$ cat src/rtl/tetris_op_commit.sv
// -----------------------------------------------------------------------------
// tetris_op_commit
//
// Sequential owner of the Tetris game state. It holds the committed 20x20
// field, the active 4x4 block with its X/Y position, the score and the
// game-over flag. Operation requests from the input controller are handed to
// an external combinational predictor (via predOp and the current state
// outputs). The predictor's results are sampled one cycle later and the
// operation is committed, rejected or turned into a lock.
//
// Optional feature: define GRAVITY_EN to add a gravity tick counter. It issues
// an internal DOWN operation after DROP_TICKS idle cycles. With GRAVITY_EN
// undefined the block only moves on external requests.
//
// Ports:
//   clk, resetn      clock and asynchronous active-low reset
//   opValid, opCode  operation request (0=LEFT 1=RIGHT 2=ROTATE 3=DOWN)
//   opReady          high only while idle and able to accept a request
//   opDone           one-cycle pulse when an operation completes
//   opAccepted       result of the last completed operation (1=committed)
//   predOp           operation under evaluation; 4 = spawn placement check
//   field            committed field, bit y*20+x
//   block            active block, bit r*4+c
//   blockX, blockY   active block position
//   pred*            results from the combinational predictor
//   score            saturating count of cleared lines
//   gameOver         set when a freshly spawned block does not fit
// -----------------------------------------------------------------------------
module tetris_op_commit #(
  parameter int          SPAWN_X    = 8,
  parameter int          SCORE_W    = 16,
  parameter logic [15:0] LFSR_SEED  = 16'hACE1,
  parameter int          DROP_TICKS = 25000000
) (
  input  logic               clk,
  input  logic               resetn,
  input  logic               opValid,
  input  logic [1:0]         opCode,
  output logic               opReady,
  output logic               opDone,
  output logic               opAccepted,
  output logic [2:0]         predOp,
  output logic [399:0]       field,
  output logic [15:0]        block,
  output logic [4:0]         blockX,
  output logic [4:0]         blockY,
  input  logic               predOpOK,
  input  logic               predBottomTouch,
  input  logic [15:0]        predNewBlock,
  input  logic [4:0]         predNewX,
  input  logic [4:0]         predNewY,
  input  logic [399:0]       predNewField,
  input  logic [2:0]         predLines,
  output logic [SCORE_W-1:0] score,
  output logic               gameOver
);

  typedef enum logic [2:0] {
    SPAWN     = 3'd0,
    SPAWN_CHK = 3'd1,
    IDLE      = 3'd2,
    EVAL      = 3'd3,
    OVER      = 3'd4
  } stateE;

  localparam logic [4:0]  SPAWN_COL = 5'(SPAWN_X);
  localparam logic [2:0]  OP_DOWN   = 3'd3;
  localparam logic [2:0]  OP_NOP    = 3'd4;
  localparam logic [24:0] DROP_TERM = 25'(DROP_TICKS - 1);

  // Piece table indexed by LFSR mod 7: I, O, T, S, Z, J, L (bit r*4+c).
  function automatic logic [15:0] pieceFor(input logic [15:0] lfsrVal);
    logic [15:0] sel;
    logic [15:0] shape;
    sel = lfsrVal % 16'd7;
    case (sel)
      16'd0:   shape = 16'h00F0; // I: row 1, columns 0..3
      16'd1:   shape = 16'h0066; // O: rows 0..1, columns 1..2
      16'd2:   shape = 16'h0027; // T: row 0 columns 0..2, stem at (1,1)
      16'd3:   shape = 16'h0036; // S
      16'd4:   shape = 16'h0063; // Z
      16'd5:   shape = 16'h0071; // J
      16'd6:   shape = 16'h0074; // L
      default: shape = 16'h0000;
    endcase
    return shape;
  endfunction

  // 16-bit Fibonacci LFSR step, taps 16,14,13,11, shifting toward the MSB.
  function automatic logic [15:0] lfsrAdvance(input logic [15:0] cur);
    logic fb;
    fb = cur[15] ^ cur[13] ^ cur[12] ^ cur[10];
    return {cur[14:0], fb};
  endfunction

  stateE               stateR;
  stateE               stateNext;
  logic [399:0]        fieldR;
  logic [399:0]        fieldNext;
  logic [15:0]         blockR;
  logic [15:0]         blockNext;
  logic [4:0]          blockXR;
  logic [4:0]          blockXNext;
  logic [4:0]          blockYR;
  logic [4:0]          blockYNext;
  logic [SCORE_W-1:0]  scoreR;
  logic [SCORE_W-1:0]  scoreNext;
  logic [SCORE_W:0]    scoreSum;
  logic [SCORE_W-1:0]  scoreSat;
  logic                overR;
  logic                overNext;
  logic                doneR;
  logic                doneNext;
  logic                accR;
  logic                accNext;
  logic                readyR;
  logic                readyNext;
  logic [2:0]          predOpR;
  logic [2:0]          predOpNext;
  logic [15:0]         lfsrR;
  logic [15:0]         lfsrNext;
  logic                gravityFire;

  // Saturating score update: predLines zero-extended, carry-out forces all-ones.
  assign scoreSum = {1'b0, scoreR} + {{(SCORE_W - 2){1'b0}}, predLines};
  assign scoreSat = scoreSum[SCORE_W] ? {SCORE_W{1'b1}} : scoreSum[SCORE_W-1:0];

`ifdef GRAVITY_EN
  logic [24:0] tickR;
  logic        lockNow;

  assign lockNow     = (stateR == EVAL) && (predOpR == OP_DOWN) && predBottomTouch;
  assign gravityFire = (stateR == IDLE) && (tickR == DROP_TERM) && !opValid;

  // Gravity tick counter: counts idle cycles, holds at terminal while an
  // external request takes the slot, restarts after firing or on a lock.
  always_ff @(posedge clk or negedge resetn) begin
    if (!resetn) begin
      tickR <= 25'd0;
    end else if (lockNow) begin
      tickR <= 25'd0;
    end else if (stateR == IDLE) begin
      if (tickR == DROP_TERM) begin
        if (!opValid) begin
          tickR <= 25'd0;
        end else begin
          tickR <= tickR;
        end
      end else begin
        tickR <= tickR + 25'd1;
      end
    end else begin
      tickR <= tickR;
    end
  end
`else
  logic [24:0] unusedDropTerm;

  assign unusedDropTerm = DROP_TERM;
  assign gravityFire    = 1'b0;
`endif

  // Next-state and next-datapath decode for the operation FSM.
  always_comb begin
    stateNext  = stateR;
    fieldNext  = fieldR;
    blockNext  = blockR;
    blockXNext = blockXR;
    blockYNext = blockYR;
    scoreNext  = scoreR;
    overNext   = overR;
    doneNext   = 1'b0;
    accNext    = accR;
    predOpNext = predOpR;
    lfsrNext   = lfsrR;
    case (stateR)
      SPAWN: begin
        blockNext  = pieceFor(lfsrR);
        blockXNext = SPAWN_COL;
        blockYNext = 5'd0;
        predOpNext = OP_NOP;
        lfsrNext   = lfsrAdvance(lfsrR);
        stateNext  = SPAWN_CHK;
      end
      SPAWN_CHK: begin
        // The predictor evaluates the new block in place under the NOP op.
        if (predOpOK) begin
          stateNext = IDLE;
        end else begin
          stateNext = OVER;
          overNext  = 1'b1;
        end
      end
      IDLE: begin
        if (opValid) begin
          predOpNext = {1'b0, opCode};
          stateNext  = EVAL;
        end else if (gravityFire) begin
          predOpNext = OP_DOWN;
          stateNext  = EVAL;
        end else begin
          stateNext = IDLE;
        end
      end
      EVAL: begin
        doneNext = 1'b1;
        // A DOWN that touches bottom locks even if the move itself is legal.
        if ((predOpR == OP_DOWN) && predBottomTouch) begin
          fieldNext = predNewField;
          scoreNext = scoreSat;
          accNext   = 1'b1;
          stateNext = SPAWN;
        end else if (predOpOK) begin
          blockNext  = predNewBlock;
          blockXNext = predNewX;
          blockYNext = predNewY;
          accNext    = 1'b1;
          stateNext  = IDLE;
        end else begin
          accNext   = 1'b0;
          stateNext = IDLE;
        end
      end
      OVER: begin
        stateNext = OVER;
        overNext  = 1'b1;
      end
      default: begin
        stateNext = SPAWN;
      end
    endcase
    readyNext = (stateNext == IDLE);
  end

  // FSM state register.
  always_ff @(posedge clk or negedge resetn) begin
    if (!resetn) begin
      stateR <= SPAWN;
    end else begin
      stateR <= stateNext;
    end
  end

  // Game-state and handshake registers.
  always_ff @(posedge clk or negedge resetn) begin
    if (!resetn) begin
      fieldR  <= 400'd0;
      blockR  <= 16'd0;
      blockXR <= SPAWN_COL;
      blockYR <= 5'd0;
      scoreR  <= {SCORE_W{1'b0}};
      overR   <= 1'b0;
      doneR   <= 1'b0;
      accR    <= 1'b0;
      readyR  <= 1'b0;
      predOpR <= OP_NOP;
      lfsrR   <= LFSR_SEED;
    end else begin
      fieldR  <= fieldNext;
      blockR  <= blockNext;
      blockXR <= blockXNext;
      blockYR <= blockYNext;
      scoreR  <= scoreNext;
      overR   <= overNext;
      doneR   <= doneNext;
      accR    <= accNext;
      readyR  <= readyNext;
      predOpR <= predOpNext;
      lfsrR   <= lfsrNext;
    end
  end

  assign opReady    = readyR;
  assign opDone     = doneR;
  assign opAccepted = accR;
  assign predOp     = predOpR;
  assign field      = fieldR;
  assign block      = blockR;
  assign blockX     = blockXR;
  assign blockY     = blockYR;
  assign score      = scoreR;
  assign gameOver   = overR;

endmodule

$ cat config.mk
export PLATFORM = sky130hd
export DESIGN_NAME = tetris_op_commit
export DESIGN_NICKNAME = d
export VERILOG_FILES = /design/src/rtl/tetris_op_commit.sv
export SDC_FILE = /design/constraint.sdc
export NUM_CORES = 1
export LEC_CHECK = 0
export CAP_MARGIN = 25
export CORE_AREA = 2 2 347 349
export DETAILED_ROUTE_END_ITERATION = 10
export DIE_AREA = 0 0 349 351
export SYNTH_ARGS = -nofsm -noshare
export SYNTH_HDL_FRONTEND = slang
export SYNTH_SLANG_ARGS = --single-unit
$ cat constraint.sdc
create_clock -name clk -period 18.7 [get_ports clk]
set_input_delay 1.87 -clock clk [delete_from_list [all_inputs] [get_ports clk]]
set_output_delay 1.87 -clock clk [all_outputs]
set_load 0.01 [all_outputs]
# --- Yosys cells after proc, flatten, opt, wreduce, memory -nomap -nowiden ---
# Cells that the tools add are included.
totals:
  reg_bits: 468
  latchBits: 0
  mem_bits_rw: 0
  rom_bits: 0
  output_inout_bits: 449
  elab_cells: 65
  memories: 0
op_classes:
  n_addsub: 1
  mul: 0
  n_div: 1
  magnitude_cmp: 0
  n_eq_ne: 16
  shift: 0
  muxes: 22
  bitwise: 3
  n_reduce_logical: 10
ops:
  columns: ["operator", "count"]
  rows:
  - ["case mux 8 bit (7 select lines)", 1]
  - ["== test 16 x 3 -> 1 bit, second input constant", 3]
  - ["2-to-1 mux 16 bit", 3]
  - ["== test 16 x 2 -> 1 bit, second input constant", 2]
  - ["case mux 16 bit (2 select lines)", 1]
  - ["2-to-1 mux 5 bit", 4]
  - ["case mux 5 bit (2 select lines)", 2]
  - ["adder 16 x 3 -> 17 bit", 1]
  - ["== test 16 x 1 -> 1 bit, second input constant", 1]
  - ["logical NOT 16 bit", 1]
  - ["remainder unit 16 x 3 -> 16 bit, second input constant", 1]
  - ["case mux 3 bit (5 select lines)", 1]
  - ["== test 3 x 2 -> 1 bit, second input constant", 4]
  - ["inequality test 2 bit, second input constant", 4]
  - ["2-to-1 mux 3 bit", 2]
  - ["case mux 3 bit (2 select lines)", 1]
  - ["AND reduction 2 bit", 3]
  - ["nonzero test 2 bit", 3]
  - ["2-to-1 mux 1 bit", 5]
  - ["== test 3 x 1 -> 1 bit, second input constant", 1]
  - ["== test 3 bit, second input constant", 1]
  - ["logical NOT 3 bit", 1]
  - ["AND reduction 3 bit", 1]
  - ["XOR 1 bit", 3]
  - ["other kinds (3)", 3]

# --- Longest topological paths before layout ---
# Gate-level depths: netlist (run 1).
depth:
  word_depth: 5
  mapped_depth: 27

# --- Worst setup path before layout (run 1) ---
# Ideal clock, no wire load.
synth_path:
  path_type: "register to register"
  start: "register lfsrR[15]"
  end: "register blockR[4] (netlist: block[4])"
  setup_time_ps: 131
  t_arrival_ps: 6408
  t_required_ps: 18569
  path_slack_ps: 12161
  stages_incl_launch_ff: 28
  period_less_slack_ps: 6539
  path_cell_list: "dfstp_2 > clkbuf_1 > nor2_1 > a32o_1 > a211o_1 > buf_6 > or4_4 > and4_4 > or4_4 > o211a_2 > a21oi_2 > o31ai_2 > a221o_1 > o21ai_2 > mux2_4 > or2_1 > ha_1 > a21oi_1 > xnor2_1 > nand2_1 > inv_1 > ha_1 > clkbuf_1 > inv_1 > nor4_2 > a211o_1 > a2111oi_2 > or3_1"
synth_via:
  elab_chain_len: 4
  word_cells_on_any_way: 10
  cone_classes: "div: 1; eq/ne: 6; mux: 2; reduce/logical: 1"
synth_rtl:
  columns: ["item", "line_no", "text"]
  rows:
  - ["start: declaration", "120", "logic [15:0] lfsrR;"]
  - ["start signal: assignment", "269", "lfsrR <= lfsrNext;"]
  - ["remainder unit 16 x 3 -> 16 bit (*)", "75", "sel = lfsrVal % 16'd7;"]
  - ["== test 16 x 3 -> 1 bit, or another cell as far along", "76", "case (sel)"]
  - ["case mux 8 bit (7 select lines) (*)", "76", null]
  - ["case mux 16 bit (2 select lines) (*)", "176", "case (stateR)"]
  - ["end signal: assignment", "260", "blockR <= blockNext;"]
  - ["end: declaration", "100", "logic [15:0] blockR;"]
# Every way passes the cells marked *; elsewhere a longest branch is shown, timed or not.
# A chain may end at the register's enable or synchronous reset.

# --- Final worst setup path (run 1) ---
layout_path:
  start: "register lfsrR[10]"
  end: "register blockR[4] (netlist: block[4])"
# The elaborated chain is that of the path after synthesis.

==> results by group, run 1 <==
GRT
  • First-pass GRT wire length: 110000 um
  • Total gr overflow: 0
  • Pin count of the biggest net entering global routing: 114
  • Initial antenna violation count: 22
  • Total track usage: 12.1%
  • Vias in the first global route: 15700

Synth
  • Post-synth ARST share: 100%
  • Yosys cell types: 92
  • Synth Net Count: 1912
  • Mapped Area: 19800 sq um
  • Seq/Total Area, Yosys: 59.1%
  • Ys flop type: dfrtp_1
  • Largest cells by area after synthesis: dfrtp_1 (58%), mux2_2 (23%), nand2_1 (1.6%), clkbuf_1 (1.3%), dfstp_2 (1.3%)
  • Synthesized area per cell: 13.5 sq um
  • Top-area cell type share of the netlist area: 57.8%
  • EDFF count, synth: 0
  • Post-Syn Instances: 1470
  • Area leader, netlist: dfrtp_1
  • Yosys warns: 0
  • Flops & latches, synth: 468

CTS
  • CTS Sinks: 468
  • CTS clock-pin slew for the worst setup and hold paths: 60 ps
  • CTS tree: done
  • Number of CTS-inserted buffers: 59
  • Hold-fix buffers at CTS: 0
  • Post-CTS Setup Bufs: 0
  • Clk_lat worst skew: 650 ps
  • Clk root buf: clkbuf_16
  • Max H-tree Level: 2
  • CTS max path bufs: 3
  • Post-cts resize count: 0

Setup path
  • Crit-path cells: nand3_1, a32o_1, a211o_1, or4_4, nand4_1, mux2i_1, o22ai_1, or2_1, o211ai_1, nand2_2, o2111ai_1, o211ai_1, or2_1, ha_1, a21oi_1, xnor2_1, nand2_1, inv_1, ha_1, clkinv_1, nor4_2, a211o_1, a2111oi_2, or3_1
  • Crit end category: register
  • CP Buf/Inv Count: 2
  • CP top delay family: simple AND/OR/NAND/NOR gates
  • FF-to-FF setup slack: 11240 ps
  • Crit start category: register
  • Critical R2R Capture: block[4]$_DFFE_PN0P_
  • Worst-path maximum fanout: 24
  • WP data required: 19220 ps
  • Crit-path max cell delay: 750 ps
  • WS Path Type: reg -> reg
  • Critical R2R Launch: lfsrR[10]$_DFFE_PN1P_
  • Critical path's slowest cell: dfstp_2
  • Worst Reg-to-Reg Cells: 24
  • Arrival time at the worst endpoint: 7990 ps

STA
  • Sum Neg Setup Slack: 0 ps
  • Slew @ Worst Pin: 965 ps
  • Fin. Hold Viols: 0
  • Final Setup Violations: 0
  • Slew margin rel.: 35.7%
  • RSZ-0062 raised after global routing: no
  • Period utilization: 39.9%
  • Period minus WS final: 7460 ps
  • Max-slew violations: 0
  • Clock skew: 33.2 ps
  • Fmax achieved: 0.134 GHz

Cells and area
  • Nets@finish: 2789
  • Most frequent cells in the layout: clkdlybuf4s50_1 (883), dfrtp_1 (458), mux2_2 (409)
  • P&R area growth vs syn: 63.9%
  • Leading cell type in the layout, fill and taps excluded: clkdlybuf4s50_1
  • Share of post-route cells with drive strength above 1: 24.0%
  • Post-route insts no fill: 3956

Floorplanning
  • Die height: 351 um
  • IO Count: 885
  • Die ar.: 122000 sq um
  • Die width: 349 um
  • Starting Density: 16.7%
  • Row cnt: 127
  • Core area: 119000 sq um

Status
  • Outcome: finished, final reports clean

Power
  • Max VDD drop: 0.000160 V
  • P_sw: 1.63 mW
  • Sw frac: 36.8%
  • P_int: 2.80 mW
  • Logic pwr share: 42.7%
  • Sequential fraction of design power: 30.2%
  • Cell leakage power: 14.2 nW
  • Clk pwr share: 27.1%
  • Pwr dens: 136 nW/um^2

Routing
  • Drt first pass iters: 5
  • Final WL: 78800 um
  • Met3 wire len: 9060 um
  • Routed Antenna Nets: 0
  • DRC: 0
  • Wl on met1: 31700 um
  • Routed wire per std cell: 19.9 um
  • Vias per cell: 3.93
  • Vias: 15600
  • DR top layer: met5
  • Met2 Routed Length: 35900 um
  • Initial drt markers: 709

Min path
  • Hold Path Cell Cnt: 2
  • Worst Hold Class: reg -> reg
  • Min-Delay Startpoint: blockY[0]$_DFFE_PN0P_
  • Hold path endpoint: blockY[0]$_DFFE_PN0P_

Placed design
  • Final RePlAce weighted congestion: 0.816
  • Dpl cells: 3834
  • Dpl hpwl: 61200 um
  • # port buffers: 884

Flow run
  • Max-cap viol count: 0
## synthesized netlist by cell type, drive strengths merged (3+ instances only)
library cell  count
nor2             48
clkinv            3
o221ai            6
nand4b            3
and3             12
dfrtp           458
nand2b            3
a211oi           10
nor3             14
a21oi            45
dfstp            10
a32oi             3
clkbuf           71
nand3            41
nor2b             8
or3               8
o2111ai           4
o21a              3
o311ai            4
xor2              4
a311oi            5
mux2            410
a211o             5
or2              10
xnor2            19
or4               5
o211a             3
and2              7
inv              19
ha                5
mux2i             5
buf              14
a21boi            3
o211ai           14
nor4              4
nand2            84
o2bb2ai           4
a21o              8
a31oi             6
a2111oi           3
o21ai            33
nand4             8
o31ai             5
## worst max path at each step
stage	startpoint	to	slack (ps)	cells after the start
after floorplan	lfsrR[15]$_DFFE_PN1P_	block[4]$_DFFE_PN0P_	12160	27
after global placement	lfsrR[10]$_DFFE_PN1P_	block[4]$_DFFE_PN0P_	11550	24
after detailed placement	lfsrR[10]$_DFFE_PN1P_	block[4]$_DFFE_PN0P_	11300	24
after CTS	lfsrR[10]$_DFFE_PN1P_	block[4]$_DFFE_PN0P_	11290	24
after global routing	lfsrR[10]$_DFFE_PN1P_	block[4]$_DFFE_PN0P_	10650	24
final	lfsrR[10]$_DFFE_PN1P_	block[4]$_DFFE_PN0P_	11240	24
## registers in the layout, summed over array words and instances, names as in the netlist
register / count
opAccepted: 1
field: 400
lfsrR: 16
stateR: 3
block: 16
blockX: 5
opReady: 1
predOp: 3
opDone: 1
gameOver: 1
score: 16
blockY: 5
## logic make-up (layout without fill, tap and decap cells)
| kind of cell | Yosys count | in the layout | synth area share (%) |
|---|---|---|---|
| adder cells (fa/ha/maj) | 8 | 8 | 0.517 |
| XOR/XNOR | 23 | 23 | 1.02 |
| AO/OA/AOI/OAI | 186 | 186 | 6.97 |
| flip-flops | 468 | 468 | 59.1 |
| AND/OR/NAND/NOR | 263 | 263 | 6.66 |
| buffers and inverters | 107 | 1035 | 2.17 |
| multiplexers | 415 | 415 | 23.6 |
| other | 0 | 10 | 0 |
## per-stage QoR
step	utilization, %	hold WS [ps]	cell area [sq um]	setup WS (ps)	total power, mW
2_1_floorplan	-	476	19800	12160	2.52
3_3_place_gp	25.5	447	30400	11550	3.22
3_5_place_dp	25.5	456	30400	11300	3.24
4_1_cts	27.3	470	32500	11290	4.49
5_1_grt	27.3	489	32500	10650	4.74
6_report	27.3	465	32500	11240	4.43
## worst min-delay path, delay by kind of cell (launching register included)
family / cells / cell delay [ps]
flops: 1 / 340
simple gates: 2 / 100
## layer usage
metal / vias to the layer above / GRT usage (%)
li1: 7104 / -
met1: 7666 / 14.5
met2: 644 / 18.6
met3: 122 / 6.17
met4: 20 / 3.98
met5: - / 0
## cell type report
type	instances	area (sq um)
timing repair buffer	901	8980
sequential	468	11700
fill	12300	86500
inverter	22	82.6
multi-input combinational	895	7680
antenna	10	25.0
clock inverter	28	355
tap	1548	1940
clock buffer	84	1720
## power by group through the flow
stage               registers [mW]  clock network [mW]  logic [mW]
floorplan                     1.38                   0        1.14
global placement              1.35                   0        1.87
detailed placement            1.35                   0        1.89
CTS                           1.34                1.25        1.90
global route                  1.36                1.29        2.08
finish                        1.34                1.20        1.89
Note: power is estimated with default switching activity, not from simulation.
==> run 2: changes to the inputs <==
--- a/config.mk
+++ b/config.mk
@@ -6,9 +6,9 @@
 export NUM_CORES = 1
 export LEC_CHECK = 0
 export CAP_MARGIN = 25
-export CORE_AREA = 2 2 347 349
+export CORE_AREA = 2 2 349 351
 export DETAILED_ROUTE_END_ITERATION = 10
-export DIE_AREA = 0 0 349 351
+export DIE_AREA = 0 0 351 353
 export SYNTH_ARGS = -nofsm -noshare
 export SYNTH_HDL_FRONTEND = slang
 export SYNTH_SLANG_ARGS = --single-unit
==> constraint.sdc (replaced) <==
create_clock -name clk -period 6.5 [get_ports clk]
set_input_delay 0.65 -clock clk [delete_from_list [all_inputs] [get_ports clk]]
set_output_delay 0.65 -clock clk [all_outputs]
set_load 0.01 [all_outputs]
==> run 2 against run 1 <==
Against the previous run: clock power increased to 2.9 times the previous value; clock skew rose by 4.0 ps; critical path depth did not move; wire length increased by 13%; critical path type unchanged; highest routed layer unchanged; critical endpoint is now block[1]$_DFFE_PN0P_.
==> results by group, run 2 (synthesis results as in run 1) <==
GRT
  • GRT busiest layer: met2
  • Pin count of the biggest net entering global routing: 143
  • Initial antenna violation count: 50
  • Total track usage: 13.8%
  • Vias in the first global route: 16000
  • Total gr overflow: 0
  • First-pass GRT wire length: 122000 um
  • Met2 GRT Util: 21.7%
  • Met3 usage: 7.51%
  • M1 GR Usage: 15.6%

Cells and area
  • Most frequent cells in the layout: clkdlybuf4s50_1 (883), dfrtp_1 (458), mux2_2 (409)
  • P&R area growth vs syn: 66.3%
  • Nets@finish: 2818
  • Filler cell count: 12500
  • Final core occ: 27.3%
  • Reg area: 11700 sq um
  • Max reg flops: 400
  • Leading cell type in the layout, fill and taps excluded: clkdlybuf4s50_1
  • Share of post-route cells with drive strength above 1: 25.5%
  • Multi-input gate area: 7790 sq um

Setup path
  • Most frequent cell on the critical path: or4_4
  • Crit-path cells: or3_4, a32o_2, a211o_1, or4_4, and4_4, or4_4, o211ai_2, nor3_2, or2_1, a221o_1, o21ai_2, mux2_4, or2_4, ha_4, a21oi_4, xnor2_2, nand2_1, inv_1, ha_1, buf_4, or4_1, o311ai_0, a21o_1, o21ai_1
  • Arrival time at the worst endpoint: 6820 ps
  • FF-to-FF setup slack: 210 ps
  • CP top delay family: simple AND/OR/NAND/NOR gates
  • Crit start category: register
  • Worst-path maximum fanout: 8
  • WS Path Type: reg -> reg
  • CP Buf/Inv Count: 2
  • Critical path's slowest cell: or4_4
  • Crit end category: register
  • Crit-path max cell delay: 520 ps
  • WP data required: 7030 ps

STA
  • Slew margin rel.: 31.7%
  • Clock skew: 37.2 ps
  • Period minus WS final: 6290 ps
  • Fin. Hold Viols: 0
  • Final Setup Violations: 0
  • Slew @ Worst Pin: 1020 ps
  • Max-slew violations: 0
  • Period utilization: 96.7%
  • Fmax achieved: 0.159 GHz
  • Hold_ws: 62.6 ps

CTS
  • Number of CTS-inserted buffers: 60
  • CTS tree: done
  • Clk root buf: clkbuf_16
  • CTS Sinks: 468
  • CTS clock-pin slew for the worst setup and hold paths: 60 ps
  • Clk_lat worst skew: 680 ps
  • CTS max path bufs: 3
  • Max H-tree Level: 2

Status
  • Outcome: finished, final reports clean

Placed design
  • Final RePlAce weighted congestion: 0.848
  • Dpl hpwl: 69400 um
  • # port buffers: 884

Routing
  • Final WL: 89400 um
  • Routed Antenna Nets: 0
  • Vias: 15800
  • Drt first pass iters: 5
  • Initial drt markers: 869
  • DRC: 0
  • Vias per cell: 3.88
  • Routed wire per std cell: 22.0 um

Power
  • Max VDD drop: 0.000505 V
  • P_int: 8.49 mW
  • P_sw: 4.98 mW
  • Sw frac: 37.0%
  • Pwr dens: 409 nW/um^2
  • Cell leakage power: 14.3 nW
  • Clk pwr share: 25.4%
  • Logic pwr share: 46.1%
  • Sequential fraction of design power: 28.5%
  • Power consumption: 13.5 mW

Floorplanning
  • Core area: 121000 sq um
  • Starting Density: 16.4%
  • Die width: 351 um
  • Die height: 353 um
  • Row cnt: 128
  • Die ar.: 124000 sq um
  • IO Count: 885

Min path
  • Worst Hold Class: in -> async

Flow run
  • Max-cap viol count: 0
==> run 2: cell count changes in the layout (fill, tap and decap cells not counted), sizes merged <==
cell | before | now
clkinv | 18 | 17
bufinv | 5 | 4
inv | 24 | 22
buf | 18 | 46
clkinvlp | 3 | 5
diode | 10 | 15
==> run 2: final cells by class <==
class | instances | area share [%]
clock inverters | 26 | 0.892
multi-input cells | 895 | 23.6
diodes | 15 | 0.114
repair buffers | 929 | 28.2
well taps | 1625 | 6.16
flip-flops and latches | 468 | 35.6
clock buffers | 84 | 5.22
inverters | 22 | 0.250
==> run 2: metrics by stage <==
step	std cells	TNS [ps]	setup slack, ps	area (sq um)
final	4064	0	212	33000
after global routing	4061	-70.7	-45.7	33000
after CTS	4035	0	8.82	32700
after detailed placement	3925	0	50.8	30700
after global placement	3925	0	138	30700
after floorplan	1470	0	47.1	19800
==> run 2: repair_timing <==
action                                  4_1_cts  5_1_grt
setup buffers                                 0       13
resized for setup                             0       30
endpoints found under the setup margin        0        7
hold buffers                                  0        0
==> run 2: per-layer routing <==
metal	share of wire, %	vias to the layer above
met5	0.063	-
met4	2.9	10
li1	-	7137
met2	46	725
met3	13	151
met1	38	7735
==> run 2: path summary, 6_finish.rpt <==
path                            depth (start not counted)                  start                     end
worst max-delay path                                   24  lfsrR[13]$_DFFE_PN1P_    block[1]$_DFFE_PN0P_
worst min-delay path                                    1                 resetn  field[142]$_DFFE_PN0P_
worst max register to register                         24  lfsrR[13]$_DFFE_PN1P_    block[1]$_DFFE_PN0P_
worst min register to register                          2  blockY[1]$_DFFE_PN0P_   blockY[1]$_DFFE_PN0P_
max in group asynchronous                               2                 resetn  field[348]$_DFFE_PN0P_
min in group clk                                        2  blockY[1]$_DFFE_PN0P_   blockY[1]$_DFFE_PN0P_
==> run 2: power by group through the flow <==
stage	combinational, mW	clock [mW]	sequential [mW]
finish	6.21	3.43	3.84
global route	6.72	3.68	3.92
CTS	5.71	3.58	3.85
detailed placement	5.68	0	3.89
global placement	5.59	0	3.87
floorplan	3.30	0	3.96
==> run 3: changes to the inputs <==
--- a/config.mk
+++ b/config.mk
@@ -5,10 +5,11 @@
 export SDC_FILE = /design/constraint.sdc
 export NUM_CORES = 1
 export LEC_CHECK = 0
+export ABC_AREA = 1
 export CAP_MARGIN = 25
-export CORE_AREA = 2 2 349 351
+export CORE_AREA = 2 2 344 346
 export DETAILED_ROUTE_END_ITERATION = 10
-export DIE_AREA = 0 0 351 353
+export DIE_AREA = 0 0 346 348
 export SYNTH_ARGS = -nofsm -noshare
 export SYNTH_HDL_FRONTEND = slang
 export SYNTH_SLANG_ARGS = --single-unit
==> run 3 against run 2 <==
Against the previous run: critical path depth grew 26; non-clock buffer count fell by 27; area after synthesis shrank 3.1%; cell count up 16%; synthesized cell count up 54%; sequential power shrank 15%; first-iteration DRC count up 32%; setup slack improved by 360 ps; final area down 3.0%; clock power barely moved.
==> results by group, run 3 <==
Power
  • Max VDD drop: 0.000155 V
  • Power consumption: 8.05 mW
  • Pwr dens: 251 nW/um^2
  • Cell leakage power: 15.4 nW

STA
  • Clock skew: 12.0 ps
  • Fmax achieved: 0.169 GHz
  • Period minus WS final: 5930 ps
  • Hold_ws: 118 ps
  • Max-slew violations: 0
  • Slew margin rel.: 26.3%
  • Final worst setup slack: 572 ps
  • Sum Neg Setup Slack: 0 ps
  • Slew @ Worst Pin: 1100 ps
  • Fin. Hold Viols: 0
  • Final Setup Violations: 0
  • Period utilization: 91.2%

Cells and area
  • Most frequent cells in the layout: nand2_1 (1354), clkdlybuf4s50_1 (883), dfrtp_1 (458)
  • Finished Cell Area: 32000 sq um
  • Nets@finish: 3569
  • Max reg flops: 400
  • Post-route insts no fill: 4709
  • Filler cell count: 12500
  • Final core occ: 27.4%
  • Share of post-route cells with drive strength above 1: 7.19%
  • P&R area growth vs syn: 66.6%
  • Leading cell type in the layout, fill and taps excluded: nand2_1

Floorplanning
  • IO Count: 885
  • Row cnt: 126
  • Core area: 117000 sq um
  • Die ar.: 120000 sq um
  • Die width: 346 um
  • Starting Density: 16.4%
  • Die height: 348 um

Synth
  • Area leader, netlist: dfrtp_1
  • Yosys cell types: 43
  • Synth Net Count: 2708
  • Post-Syn Instances: 2266
  • Ys flop type: dfrtp_1
  • Top-area cell type share of the netlist area: 59.7%
  • Seq/Total Area, Yosys: 61.0%
  • Most numerous cell in the Yosys netlist: nand2_1
  • Flops & latches, synth: 468
  • Synthesized area per cell: 8.48 sq um
  • Top post-synthesis cells by count: nand2_1 (1360), dfrtp_1 (458), clkbuf_1 (98)
  • Post-synth ARST share: 100%
  • EDFF count, synth: 0
  • Mapped Area: 19200 sq um
  • Yosys warns: 0
  • Largest cells by area after synthesis: dfrtp_1 (60%), nand2_1 (27%), clkbuf_1 (1.9%), dfstp_2 (1.4%), nand2_2 (1.3%)

Placed design
  • Dpl cells: 4597
  • Final RePlAce weighted congestion: 0.855
  • Dpl hpwl: 56000 um
  • # port buffers: 884
  • Post-DP Area: 29800 sq um
  • Place WS: 417 ps

Routing
  • Vias: 17700
  • Routed Antenna Nets: 0
  • Vias per cell: 3.77
  • Final WL: 76100 um
  • Initial drt markers: 1150
  • Routed wire per std cell: 16.2 um
  • Drt first pass iters: 5
  • DRC: 0

Setup path
  • CP top delay family: simple AND/OR/NAND/NOR gates
  • Arrival time at the worst endpoint: 6490 ps
  • Crit-path max cell delay: 560 ps
  • Critical R2R Capture: block[5]$_DFFE_PN0P_
  • Worst Reg-to-Reg Cells: 50
  • FF-to-FF setup slack: 570 ps
  • Critical path's slowest cell: dfstp_2
  • Crit start category: register
  • Crit end category: register
  • Critical R2R Launch: lfsrR[15]$_DFFE_PN1P_
  • WS Path Type: reg -> reg
  • Most frequent cell on the critical path: nand2_2
  • CP Buf/Inv Count: 5
  • Worst-path maximum fanout: 8
  • WP data required: 7060 ps

GRT
  • Initial antenna violation count: 11
  • Pin count of the biggest net entering global routing: 190
  • Total track usage: 12.2%
  • Total gr overflow: 0
  • First-pass GRT wire length: 114000 um
  • Vias in the first global route: 17800

Status
  • Outcome: finished, final reports clean

CTS
  • Max H-tree Level: 2
  • Number of CTS-inserted buffers: 58
  • CTS clock-pin slew for the worst setup and hold paths: 60 ps
  • CTS max path bufs: 3
  • Hold-fix buffers at CTS: 0
  • Clk root buf: clkbuf_16
  • Clk_lat worst skew: 620 ps
  • CTS Sinks: 468
  • CTS tree: done

Min path
  • Worst Hold Class: in -> async

Flow run
  • Max-cap viol count: 0
[run 3: worst max-delay path by stage]
stage	start	endpoint	slack [ps]	depth (start not counted)
2_1_floorplan	lfsrR[13]$_DFFE_PN1P_	block[5]$_DFFE_PN0P_	1150	52
3_3_place_gp	lfsrR[13]$_DFFE_PN1P_	block[5]$_DFFE_PN0P_	750	51
3_5_place_dp	lfsrR[13]$_DFFE_PN1P_	block[5]$_DFFE_PN0P_	420	53
4_1_cts	lfsrR[13]$_DFFE_PN1P_	block[5]$_DFFE_PN0P_	360	53
5_1_grt	lfsrR[15]$_DFFE_PN1P_	block[5]$_DFFE_PN0P_	-40	54
6_report	lfsrR[15]$_DFFE_PN1P_	block[5]$_DFFE_PN0P_	570	50
[run 3: power by group]
part           switching [mW]  leakage (nW)  internal, mW
Clock                    1.31         0.987          2.11
Sequential              0.125          6.46          3.13
Combinational           0.647          7.96         0.717
[run 3: kinds of logic after synthesis]
kind of cell	count (synthesis)	synth area share, %
AO/OA/AOI/OAI	89	2.63
adder cells (fa/ha/maj)	6	0.430
AND/OR/NAND/NOR	1524	31.9
flip-flops	468	61.0
buffers and inverters	169	3.52
XOR/XNOR	10	0.456
[run 3: worst register-to-register path: cells and delay by family, from the launching register on]
| kind | cells | cell delay (ps) |
|---|---|---|
| AND/OR/NAND/NOR | 36 | 3620 |
| AO/OA/AOI/OAI | 6 | 880 |
| buffers and inverters | 5 | 310 |
| adder cells (fa/ha/maj) | 2 | 320 |
| XOR/XNOR | 1 | 160 |
| flip-flops | 1 | 560 |
[run 3: layout make-up]
class,count,area [sq um],area share [%]
antenna,2,5.00,0.0156
inverter,68,280,0.876
clock inverter,23,354,1.11
multi-input combinational,1629,6970,21.8
sequential,468,11700,36.6
tap,1536,1920,6.01
clock buffer,81,1650,5.15
timing repair buffer,902,9100,28.4
[run 3: repair_timing]
item                                    4_1_cts  5_1_grt
gates resized for setup                       0       29
buffers inserted                              0        6
hold endpoints to repair                      0        0
endpoints found under the setup margin        0        7
[run 3: layer usage]
metal  global-route usage [%]  up-vias  wire [um]
li1                         -     8663          -
met1                     15.0     8337      31600
met2                     19.8      625      36000
met3                     4.33      113       6550
met4                     3.88       10       1960
met5                        0        -         61
